File: src/rtl/fetch_unit.sv
// Instruction fetch stage: PC generation, in-order imem request/grant/rvalid
// handshake, and a small instruction FIFO feeding decode.
module fetch_unit #(
    parameter logic [31:0] RESET_PC  = 32'h0000_0000,
    parameter int          DEPTH     = 2,
    parameter logic [31:0] NOP_INSTR = 32'h0000_0013
) (
    input  logic        clk,
    input  logic        rst,
    input  logic        stall,
    input  logic        pc_sel,
    input  logic [31:0] br_target,
    output logic        imem_req,
    output logic [31:0] imem_addr,
    input  logic        imem_gnt,
    input  logic        imem_rvalid,
    input  logic [31:0] imem_rdata,
    output logic        fetch_valid,
    output logic [31:0] instr_fetch,
    output logic [31:0] pc_fetch,
    output logic [31:0] pc_4_fetch
);

    localparam int AW = $clog2(DEPTH);
    localparam int CW = AW + 1;

    logic [31:0]   next_pc;
    logic [31:0]   pc_q       [DEPTH];
    logic [31:0]   fifo_pc    [DEPTH];
    logic [31:0]   fifo_instr [DEPTH];
    logic [AW-1:0] pcq_rd, pcq_wr;
    logic [AW-1:0] fifo_rd, fifo_wr;
    logic [CW-1:0] fifo_count, outstanding, discard;
    logic [CW:0]   in_use;
    logic          grant, resp, keep, pop;

    // Issue only while buffered plus in-flight words leave room for one more.
    assign in_use    = {1'b0, fifo_count} + {1'b0, outstanding};
    assign imem_req  = rst && !pc_sel && (in_use < (CW+1)'(DEPTH));
    assign imem_addr = next_pc;

    assign grant = imem_req && imem_gnt;
    assign resp  = imem_rvalid && (outstanding != '0);
    assign keep  = resp && (discard == '0) && !pc_sel;
    assign pop   = fetch_valid && !stall && !pc_sel;

    assign fetch_valid = (fifo_count != '0);
    assign instr_fetch = fetch_valid ? fifo_instr[fifo_rd] : NOP_INSTR;
    assign pc_fetch    = fetch_valid ? fifo_pc[fifo_rd] : next_pc;
    assign pc_4_fetch  = pc_fetch + 32'd4;

    always_ff @(posedge clk) begin
        if (grant) begin
            pc_q[pcq_wr] <= next_pc;
        end
        if (keep) begin
            fifo_pc[fifo_wr]    <= pc_q[pcq_rd];
            fifo_instr[fifo_wr] <= imem_rdata;
        end
    end

    always_ff @(posedge clk or negedge rst) begin
        if (!rst) begin
            next_pc     <= RESET_PC;
            pcq_rd      <= '0;
            pcq_wr      <= '0;
            fifo_rd     <= '0;
            fifo_wr     <= '0;
            fifo_count  <= '0;
            outstanding <= '0;
            discard     <= '0;
        end else begin
            if (grant) begin
                pcq_wr <= pcq_wr + AW'(1);
            end
            if (resp) begin
                pcq_rd <= pcq_rd + AW'(1);
            end
            outstanding <= outstanding + CW'(grant) - CW'(resp);

            // Every word still in flight after a redirect belongs to the old
            // stream; discarded words are always the oldest, so the new count
            // is simply what remains outstanding once this cycle's word lands.
            if (pc_sel) begin
                next_pc    <= br_target;
                fifo_rd    <= '0;
                fifo_wr    <= '0;
                fifo_count <= '0;
                discard    <= outstanding - CW'(resp);
            end else begin
                if (grant) begin
                    next_pc <= next_pc + 32'd4;
                end
                if (resp && (discard != '0)) begin
                    discard <= discard - CW'(1);
                end
                if (keep) begin
                    fifo_wr <= fifo_wr + AW'(1);
                end
                if (pop) begin
                    fifo_rd <= fifo_rd + AW'(1);
                end
                fifo_count <= fifo_count + CW'(keep) - CW'(pop);
            end
        end
    end

endmodule

File: config.mk
export PLATFORM = sky130hd
export DESIGN_NAME = fetch_unit
export DESIGN_NICKNAME = d
export VERILOG_FILES = /design/src/rtl/fetch_unit.sv
export SDC_FILE = /design/constraint.sdc
export NUM_CORES = 1
export LEC_CHECK = 0
export ABC_CLOCK_PERIOD_IN_PS = 5400
export CORE_MARGIN = 4
export CORE_UTILIZATION = 40
export DETAILED_ROUTE_END_ITERATION = 16
export PLACE_DENSITY = 0.75
export SETUP_SLACK_MARGIN = 0.02
export SYNTH_ARGS = -nofsm -noshare
export SYNTH_HDL_FRONTEND = slang
export SYNTH_SLANG_ARGS = --single-unit
File: constraint.sdc
create_clock -name clk -period 5.4 [get_ports clk]
set_input_delay 0.81 -clock clk [delete_from_list [all_inputs] [get_ports clk]]
set_output_delay 0.81 -clock clk [all_outputs]
set_load 0.005 [all_outputs]
==> results.tsv, run 1 <==
metric	value	unit
arrival	3.97	ns
diodes	0	
final_layout_size_suffix_gt1_share	12.5	%
globalRouteOverflowTotal	0	
die_w	170	um
cts_tree	done	
critical_path_class	flip-flop to output port	
core-area	25500	sq um
fillers	2086	
cts_sinks	234	
drt-initial-drc-count	590	
reg2reg_depth	13	
hold_viol	0	
synthMostInstantiatedCell	edfxtp_1	
grtUsageMet1	24.4	%
clkTransAtPathRegs	0.06	ns
top_usage_layer	met2	
cap_violations	0	
wl_per_cell	20.1	um
peakVddDrop	0.261	mV
synth_area_leader_cell	edfxtp_1	
antenna_found_initial	1	
yosys_warnings	0	
crit_slowest_cell	dfrtp_4	
period_needed	4.78	ns
synth_nets	843	
grt_pass1_wl	40100	um
grt_max_degree	65	
nets	1041	
holdCritPathClass	input pin to async pin	
critPathMaxStageDelay	0.93	ns
portBuffers	199	
syn-cell-area	10500	sq um
place_congestion	0.825	
drt-vias-per-instance	5.40	
fin_cells	1311	
drcViolationCount	0	
grtUsageTotal	17.7	%
area.growth.synth_to_final	30.2	%
cp_cell_sequence	mux2_2 > mux2i_1 > inv_1 > ha_1 > and4_1 > nand4_2 > nor3_1 > xor2_1 > clkdlybuf4s50_1	
route.antenna.remaining_nets	0	
cts_resized	0	
die-area	28800	sq um
ys_seq_area_share	65.2	%
synth_common_cells	edfxtp_1, mux2i_1, nor2_1	
pin_count	200	
first_global_vias	6958	
cts_max_level	1	
initial_utilization	41.1	%
hpwl	17400	um
synth_ff_type	edfxtp_1	
ys_types	56	
synthCells	764	
status	completed	
clock_tree.root_cell	clkbuf_16	
postCtsHoldBufs	0	
placedCellCount	1265	
postRouteWirelength	26400	um
synth_top_area_share	55.1	%
startpoint_type	flip-flop	
synthTopCellsByArea	edfxtp_1, dfrtp_1, mux2i_1	
worstPathMaxFanout	43	
die-height	170	um
async_flop_share	17.9	%
rows	58	
maxSlewHeadroom	37.7	%
fin_setup_tns	0	ns
num_vias	7080	
finalCritPeriodShare	88.5	%
use_met2	28.7	%
synth_edf_count	192	
met3_usage	3.21	%
cts_buffer_depth	3	
insertion_delay	0.53	ns
cts_made_buffers	25	
fin_skew	0.0189	ns
rsz0062_at_grt	no	
power.density	405	nW/um^2
cp_data_required_time	4.59	ns
firstDrtPassIters	5	
total_leakage_power	4.69	nW
fmax	209	MHz
postCtsSetupRepairBufs	0	
setup_viol	0	
slew_violations	0	
postSynthAreaPerCell	13.7	sq um
tightest_slew	0.934	ns
endpoint_kind	output port	
synth-seq-cells	234	
## sequential cells by signal, indices dropped and copies added (netlist names)
signal       count
fifo_wr          1
fifo_rd          1
fifo_count       2
fifo_pc         64
imem_addr       32
pcq_rd           1
pcq_wr           1
discard          2
outstanding      2
fifo_instr      64
pc_q            64
## critical path, delay by kind of cell (launching register included)
family                     cells  cell delay, ns
buffers and inverters          2            0.70
DFF                            1            0.93
xor gates and xnor gates       1            0.16
and+or+nand+nor                3            0.99
adders and majority gates      1            0.22
muxes                          2            0.41
## per-stage QoR
step | area (sq um) | hold slack [ns] | power [mW] | utilization (%) | setup WS [ns]
after CTS | 13600 | 0.377 | 5.56 | 53.4 | 0.592
after global placement | 12800 | 0.461 | 3.77 | 50.1 | 1.21
after global routing | 13600 | 0.419 | 5.77 | 53.4 | 0.340
after detailed placement | 12800 | 0.500 | 3.80 | 50.1 | 1.16
final | 13600 | 0.357 | 5.51 | 53.4 | 0.618
after floorplan | 10500 | 0.461 | 3.05 | - | 1.02
## logic make-up after synthesis
logic type	synth area share (%)
AOI/OAI and AO/OA	6.32
xor gates and xnor gates	3.10
adders and majority gates	1.15
buffers and inverters	3.07
DFF	65.2
muxes	10.5
and+or+nand+nor	10.7
## final timing paths
check	from	end	slack (ns)
max reg2reg	fifo_count[0]	outstanding[1]	1.98
min	rst	imem_addr[30]	0.36
min in group clk	pcq_rd	pcq_rd	0.51
min reg2reg	pcq_rd	pcq_rd	0.51
max	fifo_rd	pc_4_fetch[28]	0.62
max in group asynchronous	rst	fifo_rd	4.57
## where the power goes
part / total (mW) / switching (mW) / internal [mW]
clock network: 1.76 / 0.674 / 1.09
registers: 2.29 / 0.144 / 2.15
logic: 1.45 / 0.686 / 0.765
total: 5.51 / 1.50 / 4.00
## placed cells by master, fill, tap and decap left out, types with 12 or more instances in the layout
cell type        instances
nor3_1                  29
buf_4                   14
o311ai_0                14
mux2_2                  38
clkbuf_16               25
xnor2_1                 25
nor2_1                  51
dfrtp_1                 41
nand2_1                 52
nand3_1                 21
o21ai_0                 29
mux2i_1                 67
clkdlybuf4s50_1        197
a21oi_1                 17
and3_1                  12
xor2_1                  12
nand4_1                 12
edfxtp_1               192
inv_1                   24
## cell type report
type,count,area (sq um),share of cell area (%)
clock buffer,37,701,5.15
clock inverter,9,151,1.11
inverter,25,93.8,0.689
multi-input combinational,463,3350,24.6
sequential,234,6820,50.1
tap,330,413,3.03
timing repair buffer,213,2090,15.3
## layer usage
metal  vias up  share of wire (%)
met5         -              0.064
met4         2                2.9
met3        54                7.4
met2       295                 48
met1      3478                 42
li1       3251                  -
Note: power is estimated with default switching activity, not from simulation.
==> run 2, diff against run 1 <==
--- a/config.mk
+++ b/config.mk
@@ -5,11 +5,12 @@
 export SDC_FILE = /design/constraint.sdc
 export NUM_CORES = 1
 export LEC_CHECK = 0
+export ABC_AREA = 1
 export ABC_CLOCK_PERIOD_IN_PS = 5400
 export CORE_MARGIN = 4
 export CORE_UTILIZATION = 40
 export DETAILED_ROUTE_END_ITERATION = 16
-export PLACE_DENSITY = 0.75
+export PLACE_DENSITY = 0.74
 export SETUP_SLACK_MARGIN = 0.02
 export SYNTH_ARGS = -nofsm -noshare
 export SYNTH_HDL_FRONTEND = slang
==> run 2 against run 1 <==
Sequential power up 4%. Maximum frequency up 3.9%. Largest cell class unchanged. Total power up 12%.
==> results.tsv, run 2 <==
metric	value	unit
die_w	177	um
postCtsSetupRepairBufs	0	
arrival	3.79	ns
firstDrtPassIters	5	
ys_types	38	
wl_per_cell	17.8	um
period_needed	4.60	ns
drcViolationCount	0	
synth_common_cells	nand2_1, edfxtp_1, inv_1	
portBuffers	199	
peakVddDrop	0.207	mV
clkTransAtPathRegs	0.06	ns
startpoint_type	flip-flop	
synth_ff_type	edfxtp_1	
critical_path_class	flip-flop to output port	
synth_top_area_share	50.2	%
drt-vias-per-instance	5.06	
synth-seq-cells	234	
num_vias	9321	
status	completed	
synth_nets	1332	
synth_edf_count	192	
grtUsageTotal	20.5	%
nets	1525	
holdCritPathClass	input pin to async pin	
reg.largest.list	fifo_instr x64, fifo_pc x64, pc_q x64	
synthTopCellsByArea	edfxtp_1, nand2_1, dfrtp_1	
endpoint_kind	output port	
fin_skew	0.00669	ns
fmax	217	MHz
rows	61	
antenna_found_initial	0	
pin_count	200	
cap_violations	0	
finalCritPeriodShare	85.3	%
power.density	424	nW/um^2
route.antenna.remaining_nets	0	
final_layout_size_suffix_gt1_share	8.20	%
core-area	28100	sq um
place_area	13800	sq um
grt_pass1_wl	50600	um
cp_data_required_time	4.59	ns
insertion_delay	0.51	ns
postCtsHoldBufs	0	
cts_max_level	1	
ys_seq_area_share	59.3	%
postSynthAreaPerCell	9.17	sq um
synth_area_leader_cell	edfxtp_1	
first_global_vias	9123	
cts_made_buffers	24	
die-height	177	um
async_flop_share	17.9	%
tightest_slew	1.01	ns
diodes	0	
cts_sinks	234	
hold_viol	0	
setup_viol	0	
synthMostInstantiatedCell	nand2_1	
rsz0062_at_grt	no	
total_leakage_power	5.85	nW
hpwl	23700	um
layout_commonest_cell	nand2_1	
fin_setup_tns	0	ns
worstPathMaxFanout	33	
postRouteWirelength	32800	um
slew_violations	0	
grt_max_degree	56	
fin_area	14600	sq um
clock_tree.root_cell	clkbuf_16	
globalRouteOverflowTotal	0	
maxSlewHeadroom	32.3	%
die-area	31500	sq um
layout_common_cells	nand2_1, clkdlybuf4s50_1, edfxtp_1	
area.growth.synth_to_final	26.9	%
cts_resized	0	
synthCells	1253	
drt-initial-drc-count	765	
syn-cell-area	11500	sq um
cts_tree	done	
initial_utilization	40.9	%
yosys_warnings	0	
cts_buffer_depth	3	
place_congestion	0.909	
-- run 2: cell types whose count changed in the layout (fill, tap and decap cells not counted), moves of 18 or more --
cell,change
nand3_1,+46
xnor2_1,-18
nor3_1,-20
nor2_1,+19
inv_1,+53
mux2_2,-38
nand2_2,+25
a21oi_1,+22
nand2_1,+496
mux2i_1,-67
-- run 2: routing by layer --
metal | routed length [um] | global-route usage, %
met1 | 13700 | 28.0
met2 | 15300 | 33.0
met3 | 2940 | 4.30
met4 | 887 | 6.09
met5 | 0 | 0
-- run 2: logic make-up after synthesis --
family / Yosys count / share of synthesized area [%]
and+or+nand+nor: 766 / 27.8
adders and majority gates: 9 / 1.05
AOI/OAI and AO/OA: 81 / 4.11
DFF: 234 / 59.3
xor gates and xnor gates: 31 / 2.36
buffers and inverters: 132 / 5.35
-- run 2: final timing paths --
| path | from | cells after the start | end | slack, ns |
|---|---|---|---|---|
| min reg2reg | pc_q[0][6] | 2 | fifo_pc[0][6] | 0.53 |
| min in group clk | pc_q[0][6] | 2 | fifo_pc[0][6] | 0.53 |
| max reg2reg | outstanding[0] | 13 | imem_addr[27] | 2.50 |
| min | rst | 2 | imem_addr[22] | 0.46 |
| max in group asynchronous | rst | 2 | fifo_rd | 4.52 |
| max | fifo_rd | 11 | pc_4_fetch[16] | 0.80 |
-- run 2: power breakdown --
part	switching [mW]	internal (mW)	leakage [nW]	total, mW
logic	1.28	0.893	3.22	2.18
clock network	0.674	0.959	0.380	1.63
registers	0.180	2.20	2.25	2.38
total	2.14	4.05	5.85	6.19
-- run 2: cell type report --
class                      count  area (sq um)
tap                          378           473
timing repair buffer         214          2100
inverter                      85           319
sequential                   234          6820
fill                        2543         13500
clock inverter                16           148
multi-input combinational    887          4080
clock buffer                  28           647
-- run 2: through the flow --
step | util [%] | cells | setup slack (ns) | hold slack, ns | power [mW]
2_1_floorplan | - | 1253 | 0.914 | 0.458 | 3.51
3_3_place_gp | 49.1 | 1798 | 1.39 | 0.507 | 4.53
3_5_place_dp | 49.1 | 1798 | 1.33 | 0.521 | 4.58
4_1_cts | 51.9 | 1842 | 0.782 | 0.479 | 6.21
5_1_grt | 51.9 | 1842 | 0.522 | 0.504 | 6.53
6_report | 51.9 | 1842 | 0.796 | 0.464 | 6.19
-- run 2: worst max-delay path, cell delays in order, from the launching register on --
cell,delay [ns]
dfrtp_2,0.65
inv_2,0.56
nand2_1,0.14
nand2_1,0.09
nand2_1,0.05
nand2_1,0.14
ha_1,0.26
nand3_1,0.18
nor2_1,0.40
nand2_1,0.13
xor2_1,0.15
clkdlybuf4s50_1,0.54
